[config.mk]
export PLATFORM = sky130hd
export DESIGN_NAME = sp_ram_bist
export DESIGN_NICKNAME = d
export VERILOG_FILES = /design/src/rtl/sp_ram_bist.sv
export SDC_FILE = /design/constraint.sdc
export NUM_CORES = 1
export LEC_CHECK = 0
export CAP_MARGIN = 30
export CELL_PAD_IN_SITES_DETAIL_PLACEMENT = 0
export CELL_PAD_IN_SITES_GLOBAL_PLACEMENT = 1
export CORE_MARGIN = 2
export CORE_UTILIZATION = 39
export CTS_CLUSTER_SIZE = 25
export DETAILED_ROUTE_END_ITERATION = 10
export PLACE_DENSITY = 0.86
export SYNTH_ARGS = -nofsm -noshare
export SYNTH_HDL_FRONTEND = slang
export SYNTH_SLANG_ARGS = --single-unit
[constraint.sdc]
create_clock -name clk -period 12.3 [get_ports clk]
set_clock_uncertainty 0.15 [all_clocks]
set_input_delay 2.46 -clock clk [delete_from_list [all_inputs] [get_ports clk]]
set_output_delay 2.46 -clock clk [all_outputs]
set_load 0.02 [all_outputs]
[src/rtl/sp_ram_bist.sv]
// -----------------------------------------------------------------------------
// sp_ram_bist
//
// March C- memory self-test engine for a single-port, 1-cycle-latency RAM.
// Word count N = RAM_SIZE/4. Elements, with 0 = BG_PATTERN and 1 = ~BG_PATTERN:
//   M0 up(w0); M1 up(r0,w1); M2 up(r1,w0); M3 down(r0,w1); M4 down(r1,w0);
//   M5 up(r0); then DRAIN (one idle cycle) and DONE.
// A fault-free run keeps busy_o high for 10N+1 cycles and leaves every word
// equal to BG_PATTERN. The first read mismatch stops the run at once and is
// reported through fail_o / fail_addr_o / fail_data_o.
//
// Ports
//   clk           rising-edge clock
//   rstn_i        asynchronous active-low reset (all outputs forced to 0)
//   start_i       one-cycle run request, accepted only in IDLE or DONE
//   busy_o        test in progress
//   done_o        test finished, sticky until the next accepted start
//   fail_o        mismatch seen (valid while done_o=1)
//   fail_addr_o   byte address of the first failing word
//   fail_data_o   read data captured at the first failure
//   mem_en_o      RAM enable
//   mem_we_o      RAM write enable
//   mem_addr_o    RAM byte address (word index << 2)
//   mem_wdata_o   RAM write data
//   mem_be_o      RAM byte enables, all ones while mem_en_o=1
//   mem_rdata_i   RAM read data, valid one cycle after a read
// -----------------------------------------------------------------------------
module sp_ram_bist #(
    parameter int                    RAM_SIZE   = 32768,
    parameter int                    ADDR_WIDTH = $clog2(RAM_SIZE),
    parameter int                    DATA_WIDTH = 32,
    parameter logic [DATA_WIDTH-1:0] BG_PATTERN = 32'h0000_0000
) (
    input  logic                      clk,
    input  logic                      rstn_i,
    input  logic                      start_i,
    output logic                      busy_o,
    output logic                      done_o,
    output logic                      fail_o,
    output logic [ADDR_WIDTH-1:0]     fail_addr_o,
    output logic [DATA_WIDTH-1:0]     fail_data_o,
    output logic                      mem_en_o,
    output logic                      mem_we_o,
    output logic [ADDR_WIDTH-1:0]     mem_addr_o,
    output logic [DATA_WIDTH-1:0]     mem_wdata_o,
    output logic [DATA_WIDTH/8-1:0]   mem_be_o,
    input  logic [DATA_WIDTH-1:0]     mem_rdata_i
);

    localparam int IW = ADDR_WIDTH - 2;
    localparam int N  = RAM_SIZE / 4;
    localparam logic [IW-1:0] LAST_IDX  = IW'(N - 1);
    localparam logic [IW-1:0] FIRST_IDX = '0;

    localparam logic [DATA_WIDTH-1:0] PAT0 = BG_PATTERN;
    localparam logic [DATA_WIDTH-1:0] PAT1 = ~BG_PATTERN;

    localparam logic [3:0] S_IDLE  = 4'd0;
    localparam logic [3:0] S_M0    = 4'd1;
    localparam logic [3:0] S_M1    = 4'd2;
    localparam logic [3:0] S_M2    = 4'd3;
    localparam logic [3:0] S_M3    = 4'd4;
    localparam logic [3:0] S_M4    = 4'd5;
    localparam logic [3:0] S_M5    = 4'd6;
    localparam logic [3:0] S_DRAIN = 4'd7;
    localparam logic [3:0] S_DONE  = 4'd8;

    // ------------------------------------------------------------------
    // State
    // ------------------------------------------------------------------
    logic [3:0]            state_reg,     state_next;
    logic [IW-1:0]         idx_reg,       idx_next;
    // In M1-M4: 0 = read cycle, 1 = write cycle of the same word.
    logic                  phase_reg,     phase_next;
    // M5 pipelining: the read issued last cycle is compared this cycle.
    logic                  rd_pend_reg,   rd_pend_next;
    logic [IW-1:0]         rd_idx_reg,    rd_idx_next;
    logic                  fail_reg,      fail_next;
    logic [ADDR_WIDTH-1:0] fail_addr_reg, fail_addr_next;
    logic [DATA_WIDTH-1:0] fail_data_reg, fail_data_next;

    // Value a read in the current element should return.
    logic [DATA_WIDTH-1:0] exp_rd;
    // Value written in the current element.
    logic [DATA_WIDTH-1:0] wr_pat;
    logic                  rw_elem;

    always_comb begin
        exp_rd  = PAT0;
        wr_pat  = PAT0;
        rw_elem = 1'b0;
        case (state_reg)
            S_M0: begin wr_pat = PAT0; end
            S_M1: begin exp_rd = PAT0; wr_pat = PAT1; rw_elem = 1'b1; end
            S_M2: begin exp_rd = PAT1; wr_pat = PAT0; rw_elem = 1'b1; end
            S_M3: begin exp_rd = PAT0; wr_pat = PAT1; rw_elem = 1'b1; end
            S_M4: begin exp_rd = PAT1; wr_pat = PAT0; rw_elem = 1'b1; end
            S_M5: begin exp_rd = PAT0; end
            default: begin end
        endcase
    end

    // ------------------------------------------------------------------
    // Next-state logic
    // ------------------------------------------------------------------
    always_comb begin
        state_next     = state_reg;
        idx_next       = idx_reg;
        phase_next     = phase_reg;
        rd_pend_next   = 1'b0;
        rd_idx_next    = rd_idx_reg;
        fail_next      = fail_reg;
        fail_addr_next = fail_addr_reg;
        fail_data_next = fail_data_reg;

        case (state_reg)
            S_IDLE, S_DONE: begin
                if (start_i) begin
                    state_next     = S_M0;
                    idx_next       = FIRST_IDX;
                    phase_next     = 1'b0;
                    fail_next      = 1'b0;
                    fail_addr_next = '0;
                    fail_data_next = '0;
                end
            end

            S_M0: begin
                if (idx_reg == LAST_IDX) begin
                    state_next = S_M1;
                    idx_next   = FIRST_IDX;
                end else begin
                    idx_next = idx_reg + 1'b1;
                end
            end

            S_M1, S_M2, S_M3, S_M4: begin
                if (!phase_reg) begin
                    phase_next = 1'b1;
                end else begin
                    phase_next = 1'b0;
                    // Read data of this word arrives during its write cycle.
                    if (mem_rdata_i != exp_rd) begin
                        state_next     = S_DONE;
                        fail_next      = 1'b1;
                        fail_addr_next = {idx_reg, 2'b00};
                        fail_data_next = mem_rdata_i;
                    end else begin
                        case (state_reg)
                            S_M1: begin
                                if (idx_reg == LAST_IDX) begin
                                    state_next = S_M2;
                                    idx_next   = FIRST_IDX;
                                end else begin
                                    idx_next = idx_reg + 1'b1;
                                end
                            end
                            S_M2: begin
                                if (idx_reg == LAST_IDX) begin
                                    state_next = S_M3;
                                    idx_next   = LAST_IDX;
                                end else begin
                                    idx_next = idx_reg + 1'b1;
                                end
                            end
                            S_M3: begin
                                if (idx_reg == FIRST_IDX) begin
                                    state_next = S_M4;
                                    idx_next   = LAST_IDX;
                                end else begin
                                    idx_next = idx_reg - 1'b1;
                                end
                            end
                            default: begin
                                if (idx_reg == FIRST_IDX) begin
                                    state_next = S_M5;
                                    idx_next   = FIRST_IDX;
                                end else begin
                                    idx_next = idx_reg - 1'b1;
                                end
                            end
                        endcase
                    end
                end
            end

            S_M5: begin
                rd_pend_next = 1'b1;
                rd_idx_next  = idx_reg;
                if (rd_pend_reg && (mem_rdata_i != exp_rd)) begin
                    state_next     = S_DONE;
                    rd_pend_next   = 1'b0;
                    fail_next      = 1'b1;
                    fail_addr_next = {rd_idx_reg, 2'b00};
                    fail_data_next = mem_rdata_i;
                end else if (idx_reg == LAST_IDX) begin
                    state_next = S_DRAIN;
                end else begin
                    idx_next = idx_reg + 1'b1;
                end
            end

            S_DRAIN: begin
                // Only job left: compare the final M5 read.
                state_next = S_DONE;
                if (rd_pend_reg && (mem_rdata_i != PAT0)) begin
                    fail_next      = 1'b1;
                    fail_addr_next = {rd_idx_reg, 2'b00};
                    fail_data_next = mem_rdata_i;
                end
            end

            default: begin
                state_next = S_IDLE;
            end
        endcase
    end

    always_ff @(posedge clk or negedge rstn_i) begin
        if (!rstn_i) begin
            state_reg     <= S_IDLE;
            idx_reg       <= '0;
            phase_reg     <= 1'b0;
            rd_pend_reg   <= 1'b0;
            rd_idx_reg    <= '0;
            fail_reg      <= 1'b0;
            fail_addr_reg <= '0;
            fail_data_reg <= '0;
        end else begin
            state_reg     <= state_next;
            idx_reg       <= idx_next;
            phase_reg     <= phase_next;
            rd_pend_reg   <= rd_pend_next;
            rd_idx_reg    <= rd_idx_next;
            fail_reg      <= fail_next;
            fail_addr_reg <= fail_addr_next;
            fail_data_reg <= fail_data_next;
        end
    end

    // ------------------------------------------------------------------
    // Outputs: decoded from reset-cleared registers, so every output drops
    // to 0 as soon as rstn_i goes low.
    // ------------------------------------------------------------------
    logic access_state;

    always_comb begin
        access_state = (state_reg == S_M0) || (state_reg == S_M1) ||
                       (state_reg == S_M2) || (state_reg == S_M3) ||
                       (state_reg == S_M4) || (state_reg == S_M5);
    end

    assign busy_o      = access_state || (state_reg == S_DRAIN);
    assign done_o      = (state_reg == S_DONE);
    assign fail_o      = fail_reg;
    assign fail_addr_o = fail_addr_reg;
    assign fail_data_o = fail_data_reg;

    assign mem_en_o    = access_state;
    assign mem_we_o    = (state_reg == S_M0) || (rw_elem && phase_reg);
    assign mem_addr_o  = mem_en_o ? {idx_reg, 2'b00} : '0;
    assign mem_wdata_o = mem_we_o ? wr_pat : '0;

    genvar gi;
    generate
        for (gi = 0; gi < DATA_WIDTH / 8; gi++) begin : g_be
            assign mem_be_o[gi] = mem_en_o;
        end
    endgenerate

endmodule
==> run summary <==
Status = finished, final reports clean
Total Routing Usage GR = 0.223
Post-CTS setup buffer count = 0
Worst-path clk slew = 0.06 ns
Insertion delay to the later sink of the worst-skew pair = 0.34 ns
Number of flops mapped to enable cells by yosys = 0
Die W = 116 µm
Vias in the first global route = 4367
Placement Cell Area = 6120 µm²
CTS root buf = clkbuf_16
Core area = 12100 µm²
Period utilization = 0.478
Layout cells sized above 1 = 0.102
Vias = 4553
Yosys warning total = 0
Placed insts = 761
Full die area = 13500 µm²
Flop and latch count out of synthesis = 78
Worst slew margin = 0.396
Largest cells by area after synthesis = dfrtp_1 (40%), a22o_1 (8.0%), buf_4 (6.0%), mux2_2 (6.0%), nor4_1 (3.6%)
Num CTS Buffers = 9
Initial DRT Pass Iterations = 5
Fin Setup TNS = 0 ns
Layout area overhead = 31.4%
Antenna violation net count after detailed routing = 0
Synth Flop Type = dfrtp_1
Net count, final = 643
Unrepaired setup endpoints after global routing = false
Max_cap viols = 0
Peak supply drop = 0.0790 mV
Max reg flops = 32
Tightest Pin Transition = 0.898 ns
Commonest non-fill, non-tap cell in the layout = clkdlybuf4s50_1
Largest net degree at the start of global routing = 71
CP Launch Type = flop
Slew Viols, Final = 0
Yosys top cell by area = dfrtp_1
Required @ worst endpoint = 9.69 ns
GR Overflow Total = 0
Static Leak = 2.66 nW
Crit path capture type = primary output
CTS tree = yes
Critical path peak fanout = 22
RePlAce Congestion = 0.960
First-pass GRT wire length = 23400 µm
DR vias/cell = 5.85
Asr flop ratio synth = 1.00
Initial Util = 0.404
Initial antenna violation count = 0
Power Density = 85.8 nW/µm²
Post-route minimum period = 5.88 ns
Drt total wl = 14700 µm
Commonest cells after routing, fill and taps aside = clkdlybuf4s50_1 (132), dfrtp_1 (78), a22o_1 (45)
Synthesized area per cell = 9.28 µm²
Wirelength per Cell = 18.9 µm
Worst setup path class = flop to primary output
PostCTS Resize Cnt = 0
Yosys top cell area share = 0.398
Finished Cell Area = 6430 µm²
Synth unique cells = 67
Gate count after technology mapping = 528
Sequential share of the synthesized area = 0.398
Mapped cell area = 4900 µm²
1st-iter DRT viols = 226
Post-route DRC = 0
Fmax = 170 MHz
Worst Path Arrival = 3.27 ns
Hold Fails Final Rpt = 0
Cts hold-fix bufs = 0
Hold Crit Class = flop to flop
Input/output buffers = 133
Die Ht = 116 µm
I/O pin total = 138
Antenna diode count = 0
Rows = 40
Fin cells = 778
CTS Buffer Depth = 2
Sink Count = 78
Final setup vio count = 0
Post-detail-place hpwl = 10300 µm
H-tree Lvls = 3
## synth_stat cells, types with 3 or more instances
cell type	instances
dfrtp_1	78
nor4_1	28
o211a_1	3
and3_1	4
inv_1	11
or4_1	4
o21ai_1	6
nand2_1	22
nand3_1	16
buf_4	39
a31oi_1	4
nor2b_1	5
nand4_1	20
buf_2	12
a32oi_1	4
o31ai_1	8
a22o_1	45
xor2_1	6
mux2_2	26
buf_1	4
nor2_1	32
o21ai_0	20
nor3_1	12
and2_1	12
a21oi_1	20
xnor2_1	6
clkbuf_1	26
o22ai_1	3
or3_1	4
ha_1	3
## stage by stage
stage                      util  hold WS [ns]  power [mW]  setup slack, ns
after floorplan               -         0.332       0.264             5.53
after global placement    0.501         0.311       0.283             6.63
after detailed placement  0.505         0.329       0.284             6.73
after CTS                 0.531         0.343       0.561             6.34
after global routing      0.531         0.370       0.574             6.04
final                     0.531         0.340       0.552             6.42
## path summary, 6_finish.rpt
path | startpoint | to | slack, ns | cells past startpoint
max in group asynchronous | rstn_i | rd_idx_reg[12] | 9.62 | 2
min in group asynchronous | rstn_i | idx_reg[12] | 1.80 | 1
setup / recovery | state_reg[2] | mem_wdata_o[19] | 6.42 | 4
setup reg to reg | state_reg[0] | fail_addr_o[14] | 9.03 | 6
hold reg to reg | fail_o | fail_o | 0.34 | 1
hold / removal | fail_o | fail_o | 0.34 | 1
## worst max-delay path, cell delays in order, from the launching register on
cell	delay, ns
dfrtp_1	0.79
xnor2_1	0.34
nor4_2	0.81
buf_4	0.35
clkdlybuf4s50_1	0.64
## logic make-up (layout without fill, tap and decap cells)
kind of cell / Yosys count / after routing / share of synthesized area
adders and majority gates: 3 / 3 / 0.00766
muxes: 28 / 28 / 0.0641
buffers and inverters: 94 / 173 / 0.107
DFF: 78 / 78 / 0.398
other: 1 / 4 / 0.000766
and+or+nand+nor: 175 / 175 / 0.198
xor gates and xnor gates: 12 / 12 / 0.0215
AOI/OAI and AO/OA: 137 / 137 / 0.203
## routing by layer
layer  vias to the layer above  track usage  share of wire
met5                         -            0              0
met4                         0       0.0762          0.020
met3                        31       0.0565          0.071
met2                       191        0.356           0.46
met1                      2235        0.295           0.45
li1                       2096            -              -
## where the power goes
part	internal, mW	switching (mW)	leakage [nW]
Sequential	0.257	0	1.06
Combinational	0.0110	0.0115	1.45
Clock	0.159	0.114	0.136
## cell type report
type,count,area [µm²]
clock buffers,9,225
flip-flops and latches,78,1950
fillers,1106,5680
clock inverters,7,80.1
well taps,168,210
repair buffers,145,1460
multi-input cells,359,2460
inverters,12,45.0
(Power assumes the default switching activity.)
